<file path="config.mk">
export PLATFORM = sky130hd
export DESIGN_NAME = dmem_arbiter
export DESIGN_NICKNAME = d
export VERILOG_FILES = /design/src/rtl/dmem_arbiter_pkg.sv /design/src/rtl/lsu_lane_fmt.sv /design/src/rtl/dmem_arbiter.sv
export SDC_FILE = /design/constraint.sdc
export NUM_CORES = 1
export LEC_CHECK = 0
export BUFFER_PORTS_ARGS = -buffer_cell sky130_fd_sc_hd__buf_2
export CAP_MARGIN = 20
export CORE_UTILIZATION = 50
export CTS_CLUSTER_SIZE = 25
export DETAILED_ROUTE_END_ITERATION = 7
export PLACE_DENSITY = 0.88
export SLEW_MARGIN = 20
export SYNTH_ARGS = -nofsm -noshare
export SYNTH_HDL_FRONTEND = slang
export SYNTH_SLANG_ARGS = --single-unit
</file>
<file path="constraint.sdc">
create_clock -name clk -period 6 [get_ports clk]
set_clock_uncertainty 0.05 [all_clocks]
set_input_delay 1.5 -clock clk [delete_from_list [all_inputs] [get_ports clk]]
set_output_delay 1.5 -clock clk [all_outputs]
set_load 0.05 [all_outputs]
</file>
<file path="src/rtl/dmem_arbiter_pkg.sv">
// Shared encodings for the data-memory arbiter: RISC-V load/store funct3 values and FSM states.
// The single-cycle CPU decoder imports the funct3 constants from here as well.
package dmem_arbiter_pkg;

    localparam logic [2:0] F3_B  = 3'b000;
    localparam logic [2:0] F3_H  = 3'b001;
    localparam logic [2:0] F3_W  = 3'b010;
    localparam logic [2:0] F3_BU = 3'b100;
    localparam logic [2:0] F3_HU = 3'b101;

    typedef enum logic [1:0] {
        IDLE   = 2'd0,
        CHECK  = 2'd1,
        ACCESS = 2'd2,
        RESP   = 2'd3
    } state_t;

    // Stores only have signed-width encodings; the unsigned variants are load-only.
    function automatic logic f3_illegal(input logic we, input logic [2:0] f3);
        if (we) begin
            return !(f3 == F3_B || f3 == F3_H || f3 == F3_W);
        end
        return !(f3 == F3_B || f3 == F3_H || f3 == F3_W || f3 == F3_BU || f3 == F3_HU);
    endfunction

endpackage

</file>
<file path="src/rtl/lsu_lane_fmt.sv">
// Byte-lane steering for stores and lane select plus sign/zero extension for loads.
// Purely combinational; the alignment check only covers halfword and word sizes.
module lsu_lane_fmt
    import dmem_arbiter_pkg::*;
(
    input  logic [2:0]  funct3,
    input  logic [1:0]  addr_lo,
    input  logic [31:0] wdata,
    input  logic [31:0] rdata,
    output logic [3:0]  be,
    output logic [31:0] mem_wdata,
    output logic [31:0] load_data,
    output logic        misaligned
);

    logic [7:0]  lane_b;
    logic [15:0] lane_h;

    always_comb begin
        lane_b = rdata[7:0];
        case (addr_lo)
            2'd0:    lane_b = rdata[7:0];
            2'd1:    lane_b = rdata[15:8];
            2'd2:    lane_b = rdata[23:16];
            default: lane_b = rdata[31:24];
        endcase
        lane_h = addr_lo[1] ? rdata[31:16] : rdata[15:0];
    end

    always_comb begin
        be         = 4'b0000;
        mem_wdata  = 32'd0;
        load_data  = 32'd0;
        misaligned = 1'b0;
        case (funct3[1:0])
            2'b00: begin
                be        = 4'b0001 << addr_lo;
                mem_wdata = {4{wdata[7:0]}};
                load_data = funct3[2] ? {24'd0, lane_b} : {{24{lane_b[7]}}, lane_b};
            end
            2'b01: begin
                misaligned = addr_lo[0];
                be         = addr_lo[1] ? 4'b1100 : 4'b0011;
                mem_wdata  = {2{wdata[15:0]}};
                load_data  = funct3[2] ? {16'd0, lane_h} : {{16{lane_h[15]}}, lane_h};
            end
            2'b10: begin
                misaligned = (addr_lo != 2'b00);
                be         = 4'b1111;
                mem_wdata  = wdata;
                load_data  = rdata;
            end
            default: ;
        endcase
    end

endmodule

</file>
<file path="src/rtl/dmem_arbiter.sv">
// Two-port round-robin arbiter and load/store sequencer for the single-port byte-lane data memory.
// One transaction at a time: IDLE -> CHECK -> ACCESS -> RESP, or CHECK -> RESP on a decode error.
module dmem_arbiter
    import dmem_arbiter_pkg::*;
#(
    parameter int ADDR_W = 32,
    parameter int NREQ   = 2
) (
    input  logic                   clk,
    input  logic                   rst_n,
    input  logic [NREQ-1:0]        req_valid,
    output logic [NREQ-1:0]        req_ready,
    input  logic [NREQ-1:0]        req_we,
    input  logic [NREQ*ADDR_W-1:0] req_addr,
    input  logic [NREQ*32-1:0]     req_wdata,
    input  logic [NREQ*3-1:0]      req_funct3,
    output logic [NREQ-1:0]        rsp_valid,
    input  logic [NREQ-1:0]        rsp_ready,
    output logic [31:0]            rsp_rdata,
    output logic                   rsp_err,
    output logic                   mem_wen,
    output logic                   mem_ren,
    output logic [3:0]             mem_be,
    output logic [ADDR_W-1:0]      mem_addr,
    output logic [31:0]            mem_wdata,
    input  logic [31:0]            mem_rdata
);

    logic [ADDR_W-1:0] addr_arr  [NREQ];
    logic [31:0]       wdata_arr [NREQ];
    logic [2:0]        f3_arr    [NREQ];

    genvar gi;
    generate
        for (gi = 0; gi < NREQ; gi++) begin : g_port
            assign addr_arr[gi]  = req_addr[gi*ADDR_W +: ADDR_W];
            assign wdata_arr[gi] = req_wdata[gi*32 +: 32];
            assign f3_arr[gi]    = req_funct3[gi*3 +: 3];
        end
    endgenerate

    state_t            state_reg;
    logic              ptr_reg;
    logic              owner_reg;
    logic              we_reg;
    logic [ADDR_W-1:0] addr_reg;
    logic [31:0]       wdata_reg;
    logic [2:0]        f3_reg;
    logic              err_reg;
    logic [31:0]       rdata_reg;
    logic [NREQ-1:0]   rsp_valid_reg;
    logic              mem_wen_reg;
    logic              mem_ren_reg;
    logic [3:0]        mem_be_reg;
    logic [ADDR_W-1:0] mem_addr_reg;
    logic [31:0]       mem_wdata_reg;

    // Gating with rst_n keeps req_ready low while reset is held even though IDLE is the reset state.
    logic grant_any;
    logic winner;
    assign grant_any = rst_n && (state_reg == IDLE) && (|req_valid);
    assign winner    = req_valid[ptr_reg] ? ptr_reg : ~ptr_reg;

    always_comb begin
        req_ready = '0;
        if (grant_any) begin
            req_ready[winner] = 1'b1;
        end
    end

    logic [3:0]  fmt_be;
    logic [31:0] fmt_wdata;
    logic [31:0] fmt_load;
    logic        fmt_misaligned;
    logic        dec_err;

    lsu_lane_fmt u_lane_fmt (
        .funct3     (f3_reg),
        .addr_lo    (addr_reg[1:0]),
        .wdata      (wdata_reg),
        .rdata      (mem_rdata),
        .be         (fmt_be),
        .mem_wdata  (fmt_wdata),
        .load_data  (fmt_load),
        .misaligned (fmt_misaligned)
    );

    assign dec_err = fmt_misaligned | f3_illegal(we_reg, f3_reg);

    always_ff @(posedge clk or negedge rst_n) begin
        if (!rst_n) begin
            state_reg     <= IDLE;
            ptr_reg       <= 1'b0;
            owner_reg     <= 1'b0;
            we_reg        <= 1'b0;
            addr_reg      <= '0;
            wdata_reg     <= 32'd0;
            f3_reg        <= 3'd0;
            err_reg       <= 1'b0;
            rdata_reg     <= 32'd0;
            rsp_valid_reg <= '0;
            mem_wen_reg   <= 1'b0;
            mem_ren_reg   <= 1'b0;
            mem_be_reg    <= 4'd0;
            mem_addr_reg  <= '0;
            mem_wdata_reg <= 32'd0;
        end else begin
            case (state_reg)
                IDLE: begin
                    if (grant_any) begin
                        owner_reg <= winner;
                        we_reg    <= req_we[winner];
                        addr_reg  <= addr_arr[winner];
                        wdata_reg <= wdata_arr[winner];
                        f3_reg    <= f3_arr[winner];
                        ptr_reg   <= ~winner;
                        state_reg <= CHECK;
                    end
                end
                CHECK: begin
                    if (dec_err) begin
                        err_reg                  <= 1'b1;
                        rdata_reg                <= 32'd0;
                        rsp_valid_reg            <= '0;
                        rsp_valid_reg[owner_reg] <= 1'b1;
                        state_reg                <= RESP;
                    end else begin
                        mem_wen_reg   <= we_reg;
                        mem_ren_reg   <= ~we_reg;
                        mem_be_reg    <= we_reg ? fmt_be : 4'd0;
                        mem_addr_reg  <= {addr_reg[ADDR_W-1:2], 2'b00};
                        mem_wdata_reg <= we_reg ? fmt_wdata : 32'd0;
                        state_reg     <= ACCESS;
                    end
                end
                ACCESS: begin
                    // Memory read data is combinational, so the load lane is valid at this edge.
                    mem_wen_reg              <= 1'b0;
                    mem_ren_reg              <= 1'b0;
                    mem_be_reg               <= 4'd0;
                    mem_addr_reg             <= '0;
                    mem_wdata_reg            <= 32'd0;
                    err_reg                  <= 1'b0;
                    rdata_reg                <= we_reg ? 32'd0 : fmt_load;
                    rsp_valid_reg            <= '0;
                    rsp_valid_reg[owner_reg] <= 1'b1;
                    state_reg                <= RESP;
                end
                RESP: begin
                    if (rsp_ready[owner_reg]) begin
                        rsp_valid_reg <= '0;
                        err_reg       <= 1'b0;
                        rdata_reg     <= 32'd0;
                        state_reg     <= IDLE;
                    end
                end
                default: state_reg <= IDLE;
            endcase
        end
    end

    assign rsp_valid = rsp_valid_reg;
    assign rsp_rdata = rdata_reg;
    assign rsp_err   = err_reg;
    assign mem_wen   = mem_wen_reg;
    assign mem_ren   = mem_ren_reg;
    assign mem_be    = mem_be_reg;
    assign mem_addr  = mem_addr_reg;
    assign mem_wdata = mem_wdata_reg;

endmodule

</file>
[Word-level counts from Yosys, hierarchy flattened]
Index checks and enable logic that the tools add are counted.
Widths: inputs -> output; s select.
Storage, ports and cells
  register bits: 177
  bits in latches: 0
  RAM bits: 0
  bits in read-only memories: 0
  logic and storage cells: 122
  memories: 0
Operators by class
  $add $sub $neg: 0
  multipliers: 0
  divide/modulo/power cells: 0
  $lt $le $gt $ge: 6
  equal/unequal tests: 15
  shift-type cells: 1
  mux-type cells: 58
  bitwise operators: 5
  reductions and logical operators: 22
Operators with widths (count)
  $mux 32: 14
  $pmux 32 s3: 3
  $pmux 32 s2: 2
  $pmux 8 s3: 1
  $mux 1: 17
  $mux 16: 1
  $mux 4: 3
  $pmux 4 s3: 1
  $mux 3: 3
  $eq 2x2->1 const B: 4
  $mux 2: 4
  $ne 2x2->1 const B: 4
  $pmux 2 s4: 1
  $pmux 4 s2: 1
  $eq 2x1->1 const B: 3
  $eq 3x3->1 const B: 2
  $logic_not 2->1: 3
  $lt 1x2->1 const B: 3
  $pmux 1 s2: 3
  $pmux 2 s3: 1
  $reduce_and 2->1: 3
  $logic_and 1x1->1: 4
  $logic_or 1x1->1: 4
  $reduce_bool 2->1: 2
  15 further kinds: 20

[Longest topological paths before layout]
Gate-level depths: netlist (run 1).
  depth in word-level cells: 10
  gate-level depth with buffers: 9

[Modules after synthesis]
A second synthesis (run 1) with hierarchy kept.
Unflattened totals
  cells, all modules: 1029
  area, all modules: 9570.4 um^2
Modules (own cells, without submodules)
  dmem_arbiter: instances 1, cells each 786, area each 7985.2 um^2, sequential area each 4379.2 um^2
  lsu_lane_fmt: instances 1, cells each 243, area each 1585.3 um^2, sequential area each 0.0 um^2

[Worst setup path before layout (run 1)]
OpenSTA, ideal clock, no wires.
  path kind: input to output
  from: input req_valid[1]
  to: output req_ready[0]
  arrival time: 2.830 ns
  data required time: 4.450 ns
  setup slack: 1.620 ns
  stages: 4
  path through: o21ai_0 -> clkbuf_1 -> buf_2 -> nor2b_1
Between the ends
  word-level cells in the longest chain between the ends: 8
  elaborated cells between the ends (all ways): 11
  classes of those cells: 2 x order compare; 6 x mux; 3 x reduce/logical
Ends and longest elaborated chain
  from (decl): RTL line dmem_arbiter.sv:11  | input logic [NREQ-1:0] req_valid,
  $mux 1 (implied by the code) (2 in series): RTL line dmem_arbiter.sv:62  | assign winner = req_valid[ptr_reg] ? ptr_reg : ~ptr_reg;
  $mux 1: RTL line dmem_arbiter.sv:62
  $lt 1x2->1 (implied by the code) or $ge 1x1->1 (tied branches): RTL line dmem_arbiter.sv:67  | req_ready[winner] = 1'b1;
  $logic_and 1x1->1 (implied by the code): RTL line dmem_arbiter.sv:67
  $mux 1 (implied by the code): RTL line dmem_arbiter.sv:67
  $demux 1 s1: RTL line dmem_arbiter.sv:67
  $mux 2 (*): RTL line dmem_arbiter.sv:66  | if (grant_any) begin
  to (decl): RTL line dmem_arbiter.sv:12  | output logic [NREQ-1:0] req_ready,
Every way passes the cells marked *; elsewhere a longest branch is shown, timed or not. The select of a mux whose other input is x is not followed.

[Worst setup path in the final report (run 1)]
  from: input rst_n
  to: output req_ready[0]
Between the ends
  word-level cells in the longest chain between the ends: 3
Ends and longest elaborated chain
  from (decl): RTL line dmem_arbiter.sv:10  | input logic rst_n,
  $logic_and 1x1->1 (2 in series): RTL line dmem_arbiter.sv:61  | assign grant_any = rst_n && (state_reg == IDLE) && (|req_valid);
  $mux 2: RTL line dmem_arbiter.sv:66
No other way between the ends.

==> impl_metrics.py, run 1 <==
metrics = {
    "cts": {
        "htree_levels": 4,
        "numCtsBuffers": 17,
        "root_buffer": "clkbuf_16",
        "cts_tree": "built",
        "clkTransAtPathRegs_ns": 0.07,
        "cts_hold_buf": 0,
        "clk_path_buf_depth": 2,
        "clk_latency_ns": 0.42,
        "cts_num_sinks": 175,
        "post_cts_buffers": 0,
        "cts-resized-gates": 0,
    },
    "drt": {
        "firstDrtPassIters": 6,
        "routedWlPerCell_um": 17.1,
        "drc": 0,
        "totalWireLength_um": 20500,
        "drtIter0Drc": 589,
        "antenna_left": 0,
        "vias": 6664,
        "viasPerCell": 5.56,
    },
    "synthesis": {
        "synth.top_cell.area_share_pct": 55.6,
        "yosys.cell_types.count": 42,
        "netlist_top_cells_area": "dfrtp_1 (56%), mux2i_1 (8.8%), o21ai_0 (6.4%)",
        "yosysTopAreaCell": "dfrtp_1",
        "ys_ff_latch": 175,
        "synthFlopType": "dfrtp_1",
        "yosys_warnings": 0,
        "syn_area_per_cell_um2": 10.9,
        "yosysMostFrequentCell": "dfrtp_1",
        "syn-cell-area_um2": 7880,
        "synth_sequential_area_ratio_pct": 55.6,
        "synth_edf_count": 0,
        "syn-instance-count": 726,
        "async_flop_share_pct": 100,
        "synth_common_cells": "dfrtp_1 (175), nand2_1 (108), o21ai_0 (101)",
    },
    "timing": {
        "finalCritPeriodShare_pct": 72.3,
        "rsz0062_at_grt": "false",
        "finalCriticalPeriod_ns": 4.34,
        "max_slew.worst_pin.slew_ns": 0.966,
        "slew_violations": 0,
        "setup_viol": 0,
        "tns_ns": 0,
        "hold_viol_final": 0,
        "clock.fmax_ghz": 0.230,
        "setup_ws_ns": 1.66,
        "slew_headroom_pct": 35.6,
    },
    "floorplanning": {
        "die-width_um": 128,
        "die_area_um2": 16300,
        "initial_core_util_pct": 51.5,
        "fp-row-count": 45,
        "die_h_um": 128,
        "ios": 281,
        "core_area_um2": 15300,
    },
    "pwr": {
        "p_leak_nw": 5.17,
        "power_density_nw_per_um2": 605,
        "ir_drop_mv": 0.409,
    },
    "grt": {
        "grt_pass1_wl_um": 32300,
        "overflow": 0,
        "grt_max_degree": 76,
        "antenna_found_initial": 0,
        "grtUsageTotal_pct": 25.7,
        "first_global_vias": 6282,
    },
    "critical_path": {
        "cp_slowest_cell": "buf_4",
        "cp-start-kind": "primary input",
        "critical_path_peak_fanout": 69,
        "timing.critical_path.cells": "buf_6 -> o211ai_1 -> buf_4 -> nor2b_1 -> buf_2",
        "required_ns": 4.45,
        "cp_slowest_stage_delay_ns": 0.34,
        "crit_type": "in -> out",
        "end_kind": "primary output",
        "arrival_ns": 2.79,
    },
    "hold_path": {
        "hold_path.class": "reg -> reg",
    },
    "place": {
        "place.gp.congestion": 0.861,
        "io_buffers": 278,
        "preCtsSetupSlack_ns": 1.65,
        "hpwl_um": 14600,
    },
    "cells_and_area": {
        "area_growth_pct": 26.2,
        "layout-drive-gt1-share_pct": 34.8,
        "utilization_pct": 64.9,
        "nNetsFinal": 1156,
        "diodes": 0,
    },
    "job": {
        "cap_violations": 0,
    },
    "status": {
        "status": "finished, final reports clean",
    },
}
cell type report:
class,count,area [um^2]
clock buffers,18,439
clock inverters,14,131
fillers,1239,5370
inverters,8,30.0
multi-input cells,483,3220
flip-flops and latches,175,4380
well taps,211,264
repair buffers,289,1480
cells by family after synthesis:
group                    Yosys count  synth area share, %
other                              1               0.0476
adder cells (fa/ha/maj)            8                 1.27
flip-flops                       175                 55.6
AO/OA/AOI/OAI                    257                 21.7
buffers and inverters             69                 3.98
multiplexers                      79                 10.3
AND/OR/NAND/NOR                  137                 7.16
worst max-delay path, delay by kind of cell:
family          cells  cell delay [ns]
compound gates      1             0.20
buf+inv             3             0.90
simple gates        1             0.17
power by group:
part / internal, W / switching [W] / leakage [nW]
Combinational: 0.000873 / 0.00210 / 2.59
Clock: 0.000590 / 0.000478 / 0.275
Sequential: 0.00165 / 0.000326 / 2.30
Total: 0.00312 / 0.00290 / 5.17
metrics by stage:
stage                     power (W)  instances  area (um^2)  hold WS [ns]
after global placement      0.00486       1166         9370         0.406
after floorplan             0.00419        727         7890         0.400
after global routing        0.00638       1198         9940         0.448
after CTS                   0.00603       1198         9940         0.425
final                       0.00601       1198         9940         0.423
after detailed placement    0.00496       1166         9370         0.411
cell usage in the layout (no fill, tap or decap), types with 2 or more instances in the layout:
cell type,count
a21o_1,2
a21oi_1,35
a221oi_1,8
a222oi_1,7
a22o_1,44
a22oi_1,18
buf_2,277
buf_4,11
clkbuf_16,17
clkinv_2,3
clkinv_4,2
clkinvlp_4,3
conb_1,2
dfrtp_1,175
ha_1,7
inv_1,8
inv_6,4
mux2_2,9
mux2i_1,69
nand2_1,108
nand2b_1,2
nor2_1,16
nor2b_1,3
o211ai_1,3
o21ai_0,100
o21ai_1,4
o21bai_1,2
o2bb2ai_1,24
o31ai_1,2
worst paths after layout:
path | start | end | slack [ns] | depth (start not counted)
min in group asynchronous | rst_n | mem_wdata[24] | 0.92 | 1
setup reg to reg | f3_reg[1] | mem_be[3] | 2.51 | 8
max in group asynchronous | rst_n | rsp_rdata[13] | 3.73 | 2
setup / recovery | rst_n | req_ready[0] | 1.66 | 5
hold / removal | rsp_err | rsp_err | 0.42 | 2
hold reg to reg | rsp_err | rsp_err | 0.42 | 2
routing by layer:
| metal | global-route usage (%) | vias to the layer above | routed length (um) |
|---|---|---|---|
| li1 | - | 3117 | - |
| met1 | 34.5 | 3208 | 8760 |
| met2 | 42.4 | 312 | 10100 |
| met3 | 5.03 | 27 | 1270 |
| met4 | 7.35 | 0 | 360 |
| met5 | 0 | - | 0 |
Power figures use the tool's default switching activity.
==> run 2, diff against run 1 <==
==> constraint.sdc (replaced) <==
create_clock -name clk -period 4.44 [get_ports clk]
set_clock_uncertainty 0.05 [all_clocks]
set_input_delay 1.11 -clock clk [delete_from_list [all_inputs] [get_ports clk]]
set_output_delay 1.11 -clock clk [all_outputs]
set_load 0.05 [all_outputs]
==> run 2 against run 1 <==
Routed wire length grew 1.6%. Setup slack got worse by 0.33 ns. Non-clock buffer count rose by 2. Largest power group unchanged.
==> impl_metrics.py, run 2 (synthesized netlist as in run 1, its figures left out) <==
metrics = {
    "status": {
        "status": "finished, final reports clean",
    },
    "timing": {
        "slew_headroom_pct": 29.6,
        "finalCritPeriodShare_pct": 69.9,
        "clock.fmax_ghz": 0.322,
        "max_slew.worst_pin.slew_ns": 1.06,
        "rsz0062_at_grt": "false",
        "hold_viol_final": 0,
        "tns_ns": 0,
        "slew_violations": 0,
        "finalCriticalPeriod_ns": 3.10,
        "setup_viol": 0,
    },
    "place": {
        "place_area_um2": 9400,
        "io_buffers": 278,
        "hpwl_um": 15000,
        "place.gp.congestion": 0.855,
    },
    "grt": {
        "grtUsageTotal_pct": 26.1,
        "antenna_found_initial": 0,
        "grt_pass1_wl_um": 32700,
        "first_global_vias": 6448,
        "grt_max_degree": 98,
        "overflow": 0,
    },
    "drt": {
        "antenna_left": 0,
        "viasPerCell": 5.55,
        "drc": 0,
        "drtIter0Drc": 615,
        "vias": 6660,
        "routedWlPerCell_um": 17.4,
        "firstDrtPassIters": 6,
        "totalWireLength_um": 20800,
    },
    "cells_and_area": {
        "diodes": 0,
        "area_growth_pct": 27.3,
        "final_cell_mix": "buf_2 (277), dfrtp_1 (175), nand2_1 (108)",
        "layout_commonest_cell": "buf_2",
        "utilization_pct": 65.5,
        "layout-drive-gt1-share_pct": 34.7,
        "fill_cells": 1202,
        "fin_area_um2": 10000,
        "nNetsFinal": 1158,
    },
    "cts": {
        "cts-resized-gates": 0,
        "post_cts_buffers": 0,
        "cts_tree": "built",
        "htree_levels": 4,
        "cts_num_sinks": 175,
        "numCtsBuffers": 17,
        "clk_path_buf_depth": 2,
        "root_buffer": "clkbuf_16",
        "clkTransAtPathRegs_ns": 0.07,
        "cts_hold_buf": 0,
        "clk_latency_ns": 0.42,
    },
    "critical_path": {
        "cp_slowest_stage_delay_ns": 0.90,
        "r2r_start": "f3_reg[0]",
        "arrival_ns": 3.40,
        "critical_path_peak_fanout": 32,
        "required_ns": 4.74,
        "cp_slowest_cell": "or4_1",
        "path_delay_family": "simple AND/OR/NAND/NOR gates",
        "reg2reg_slack_ns": 1.34,
        "timing.critical_path.cells": "inv_1 -> ha_2 -> nor2b_2 -> o21ai_1 -> or4_1 -> nor2_8 -> a22o_1",
        "end_kind": "flip-flop",
        "r2r_end": "mem_be[0]",
        "ff2ff_path_depth": 7,
        "crit_type": "reg -> reg",
        "worst-path-buf-inv": 1,
        "cp-start-kind": "flip-flop",
    },
    "hold_path": {
        "hold_depth": 2,
        "hold_path.class": "reg -> reg",
        "min_to": "rsp_valid[0]",
        "holdCritStartpoint": "rsp_valid[0]",
    },
    "floorplanning": {
        "fp-row-count": 45,
        "ios": 281,
        "die_h_um": 128,
        "die-width_um": 128,
        "die_area_um2": 16300,
        "initial_core_util_pct": 51.5,
        "core_area_um2": 15300,
    },
    "pwr": {
        "total_power_w": 0.00831,
        "power_density_nw_per_um2": 828,
        "p_leak_nw": 5.21,
        "ir_drop_mv": 0.589,
    },
    "job": {
        "cap_violations": 0,
    },
}
==> run 2: cell count changes in the layout (fill, tap and decap cells not counted) <==
| cell | change |
|---|---|
| buf_12 | +1 |
| buf_4 | +1 |
| bufinv_16 | +3 |
| clkbuf_1 | +1 |
| clkbuf_8 | +1 |
| clkinv_2 | -1 |
| clkinv_4 | -1 |
| inv_6 | -3 |
| or4_1 | +1 |
| or4_2 | -1 |
==> run 2: per-layer routing <==
| metal | vias up | wire length [um] | part of all wire, % | GRT usage, % |
|---|---|---|---|---|
| li1 | 3132 | - | - | - |
| met1 | 3219 | 8840 | 42 | 34.3 |
| met2 | 281 | 10400 | 50 | 42.9 |
| met3 | 28 | 1200 | 5.7 | 5.49 |
| met4 | 0 | 412 | 2.0 | 9.45 |
| met5 | - | 0 | 0 | 0 |
==> run 2: worst max path at each step <==
| stage | start | slack, ns | endpoint | cells after the start |
|---|---|---|---|---|
| 2_1_floorplan | req_valid[1] | 0.84 | req_ready[0] | 4 |
| 3_3_place_gp | f3_reg[0] | 1.17 | mem_be[0] | 7 |
| 3_5_place_dp | f3_reg[0] | 1.0 | mem_wdata[3] | 7 |
| 4_1_cts | f3_reg[0] | 0.99 | mem_be[0] | 7 |
| 5_1_grt | f3_reg[0] | 1.11 | mem_be[0] | 7 |
| 6_report | f3_reg[0] | 1.34 | mem_be[0] | 7 |
==> run 2: layout make-up <==
type | count | area (um^2) | share of cell area, %
Sequential cell | 175 | 4380 | 43.6
Clock buffer | 20 | 457 | 4.55
Multi-Input combinational cell | 483 | 3220 | 32.1
Clock inverter | 12 | 181 | 1.81
Tap cell | 211 | 264 | 2.63
Inverter | 8 | 30.0 | 0.299
Timing Repair Buffer | 291 | 1510 | 15.0
==> run 2: worst reg2reg max path, stage by stage, from the launching register on <==
cell and delay, ns:
dfrtp_1 0.42, inv_1 0.10, ha_2 0.57, nor2b_2 0.27
o21ai_1 0.15, or4_1 0.90, nor2_8 0.39, a22o_1 0.19
==> run 2: power breakdown <==
part           switching (W)  internal [W]
Sequential          0.000461       0.00223
Clock               0.000618      0.000977
Combinational        0.00282       0.00120
Total                0.00390       0.00441
==> run 2: stage by stage <==
step / cells / hold slack, ns / worst slack [ns]
global placement: 1168 / 0.406 / 1.17
floorplan: 727 / 0.400 / 0.840
detailed placement: 1168 / 0.410 / 1.00
global route: 1200 / 0.442 / 1.11
CTS: 1200 / 0.424 / 0.994
finish: 1200 / 0.419 / 1.34
==> run 3, diff against run 2 <==
--- a/config.mk
+++ b/config.mk
@@ -7,10 +7,10 @@
 export LEC_CHECK = 0
 export BUFFER_PORTS_ARGS = -buffer_cell sky130_fd_sc_hd__buf_2
 export CAP_MARGIN = 20
-export CORE_UTILIZATION = 50
+export CORE_UTILIZATION = 45
 export CTS_CLUSTER_SIZE = 25
 export DETAILED_ROUTE_END_ITERATION = 7
-export PLACE_DENSITY = 0.88
+export PLACE_DENSITY = 0.84
 export SLEW_MARGIN = 20
 export SYNTH_ARGS = -nofsm -noshare
 export SYNTH_HDL_FRONTEND = slang
==> constraint.sdc (replaced) <==
create_clock -name clk -period 2.6 [get_ports clk]
set_clock_uncertainty 0.05 [all_clocks]
set_input_delay 0.65 -clock clk [delete_from_list [all_inputs] [get_ports clk]]
set_output_delay 0.65 -clock clk [all_outputs]
set_load 0.05 [all_outputs]
==> run 3 against run 2 <==
The run now ends with design-rule violations left. Setup slack lost 1.2 ns. Utilization decreased by 6.5 points. Clock power rose by 66%. Routed wire length rose by 0.51%. Sequential share of layout area decreased by 0.43 points. Final area rose by 0.98%. Non-clock buffer count rose by 10. Count of clock-buffer cells in the layout fell by 2. Sequential power increased by 70%.
==> impl_metrics.py, run 3 (synthesized netlist as in run 1, its figures left out) <==
metrics = {
    "timing": {
        "hold_ws_ns": 0.344,
        "hold_viol_final": 0,
        "finalCritPeriodShare_pct": 96.6,
        "finalCriticalPeriod_ns": 2.51,
        "clock.fmax_ghz": 0.398,
        "setup_viol": 0,
        "tns_ns": 0,
        "slew_violations": 0,
        "slew_headroom_pct": 30.3,
        "max_slew.worst_pin.slew_ns": 1.04,
    },
    "cells_and_area": {
        "diodes": 0,
        "utilization_pct": 59.0,
        "fin_area_um2": 10100,
        "area_growth_pct": 28.6,
        "nNetsFinal": 1168,
        "fill_cells": 1475,
        "finalNonFillerCells": 1224,
        "layout_commonest_cell": "buf_2",
        "final_cell_mix": "buf_2 (275), dfrtp_1 (175), nand2_1 (108)",
        "layout-drive-gt1-share_pct": 35.5,
    },
    "pwr": {
        "power_density_nw_per_um2": 1410,
        "ir_drop_mv": 0.730,
        "p_leak_nw": 5.26,
    },
    "critical_path": {
        "cp.depth": 5,
        "arrival_ns": 1.81,
        "reg2reg_slack_ns": 0.38,
        "crit_type": "reg -> out",
        "critical_path_peak_fanout": 6,
        "worst-path-buf-inv": 2,
        "path_delay_family": "flip-flops",
        "required_ns": 1.90,
        "cp-start-kind": "flip-flop",
        "cp_slowest_stage_delay_ns": 0.43,
        "timing.critical_path.cells": "inv_1 -> ha_1 -> o211ai_1 -> nor2_2 -> buf_4",
        "end_kind": "primary output",
        "cp_slowest_cell": "dfrtp_1",
        "ff2ff_path_depth": 7,
    },
    "cts": {
        "numCtsBuffers": 17,
        "htree_levels": 4,
        "cts_hold_buf": 0,
        "cts_tree": "built",
        "root_buffer": "clkbuf_16",
        "cts_num_sinks": 175,
        "clk_latency_ns": 0.42,
        "clkTransAtPathRegs_ns": 0.07,
        "clk_path_buf_depth": 2,
    },
    "drt": {
        "drc": 4,
        "antenna_left": 0,
        "viasPerCell": 5.44,
        "drtIter0Drc": 401,
        "totalWireLength_um": 20900,
        "routedWlPerCell_um": 17.1,
        "vias": 6660,
        "firstDrtPassIters": 8,
    },
    "place": {
        "place.gp.congestion": 0.858,
        "hpwl_um": 14700,
        "place_area_um2": 9510,
        "io_buffers": 278,
        "dp_cells": 1190,
    },
    "grt": {
        "grt_max_degree": 128,
        "first_global_vias": 6350,
        "overflow": 0,
        "grtUsageTotal_pct": 23.6,
        "grt_pass1_wl_um": 33100,
        "antenna_found_initial": 0,
    },
    "floorplanning": {
        "die_h_um": 134,
        "ios": 281,
        "core_area_um2": 17200,
        "die_area_um2": 18000,
        "die-width_um": 134,
        "fp-row-count": 48,
        "initial_core_util_pct": 45.9,
    },
    "hold_path": {
        "hold_path.class": "in -> async",
    },
    "status": {
        "violations": "design-rule violations",
        "status": "finished, violations left",
    },
    "job": {
        "cap_violations": 0,
    },
}
run 3: worst reg2reg max path, stage by stage (launching register included):
cell      delay (ns)
dfrtp_1         0.41
inv_1           0.09
ha_1            0.23
buf_4           0.23
a21oi_1         0.08
o21bai_1        0.62
a222oi_1        0.23
o21ai_0         0.21
run 3: final timing paths:
kind                                   start           end
worst max-delay path            state_reg[0]  req_ready[1]
worst min-delay path                   rst_n   addr_reg[2]
worst max register to register     f3_reg[1]  rsp_rdata[5]
worst min register to register       rsp_err       rsp_err
max in group asynchronous              rst_n     mem_be[0]
min in group clk                     rsp_err       rsp_err
run 3: timing repair:
action | CTS | global route
setup endpoints to repair | 2 | 2
setup buffers | 0 | 2
gates cloned | 0 | 0
gates resized for setup | 2 | 0
endpoints found under the hold margin | 0 | 0
pin swaps | 0 | 2
run 3: where the power goes:
part	total [W]	internal (W)	switching, W
Sequential	0.00456	0.00381	0.000746
Clock	0.00265	0.00153	0.00112
Combinational	0.00704	0.00215	0.00489
Total	0.0142	0.00749	0.00676
run 3: routing by layer:
metal / part of all wire (%) / GRT usage, % / wire [um] / vias up
met4: 1.4 / 6.93 / 290 / 0
met1: 43 / 31.4 / 8950 / 3193
li1: - / - / - / 3145
met3: 6.3 / 5.29 / 1310 / 26
met5: 0 / 0 / 0 / -
met2: 50 / 38.8 / 10400 / 296
run 3: layout make-up:
class / instances / area (um^2) / area share [%]
Sequential cell: 175 / 4380 / 43.2
Multi-Input combinational cell: 483 / 3220 / 31.8
Timing Repair Buffer: 301 / 1610 / 15.9
Clock buffer: 18 / 429 / 4.23
Tap cell: 225 / 282 / 2.78
Clock inverter: 14 / 180 / 1.78
Inverter: 8 / 30.0 / 0.296
run 3: per-stage QoR:
step	power, W	worst slack (ns)
2_1_floorplan	0.00967	0.151
3_3_place_gp	0.0115	0.393
3_5_place_dp	0.0116	0.328
4_1_cts	0.0143	0.0319
5_1_grt	0.0151	-0.0267
6_report	0.0142	0.0890
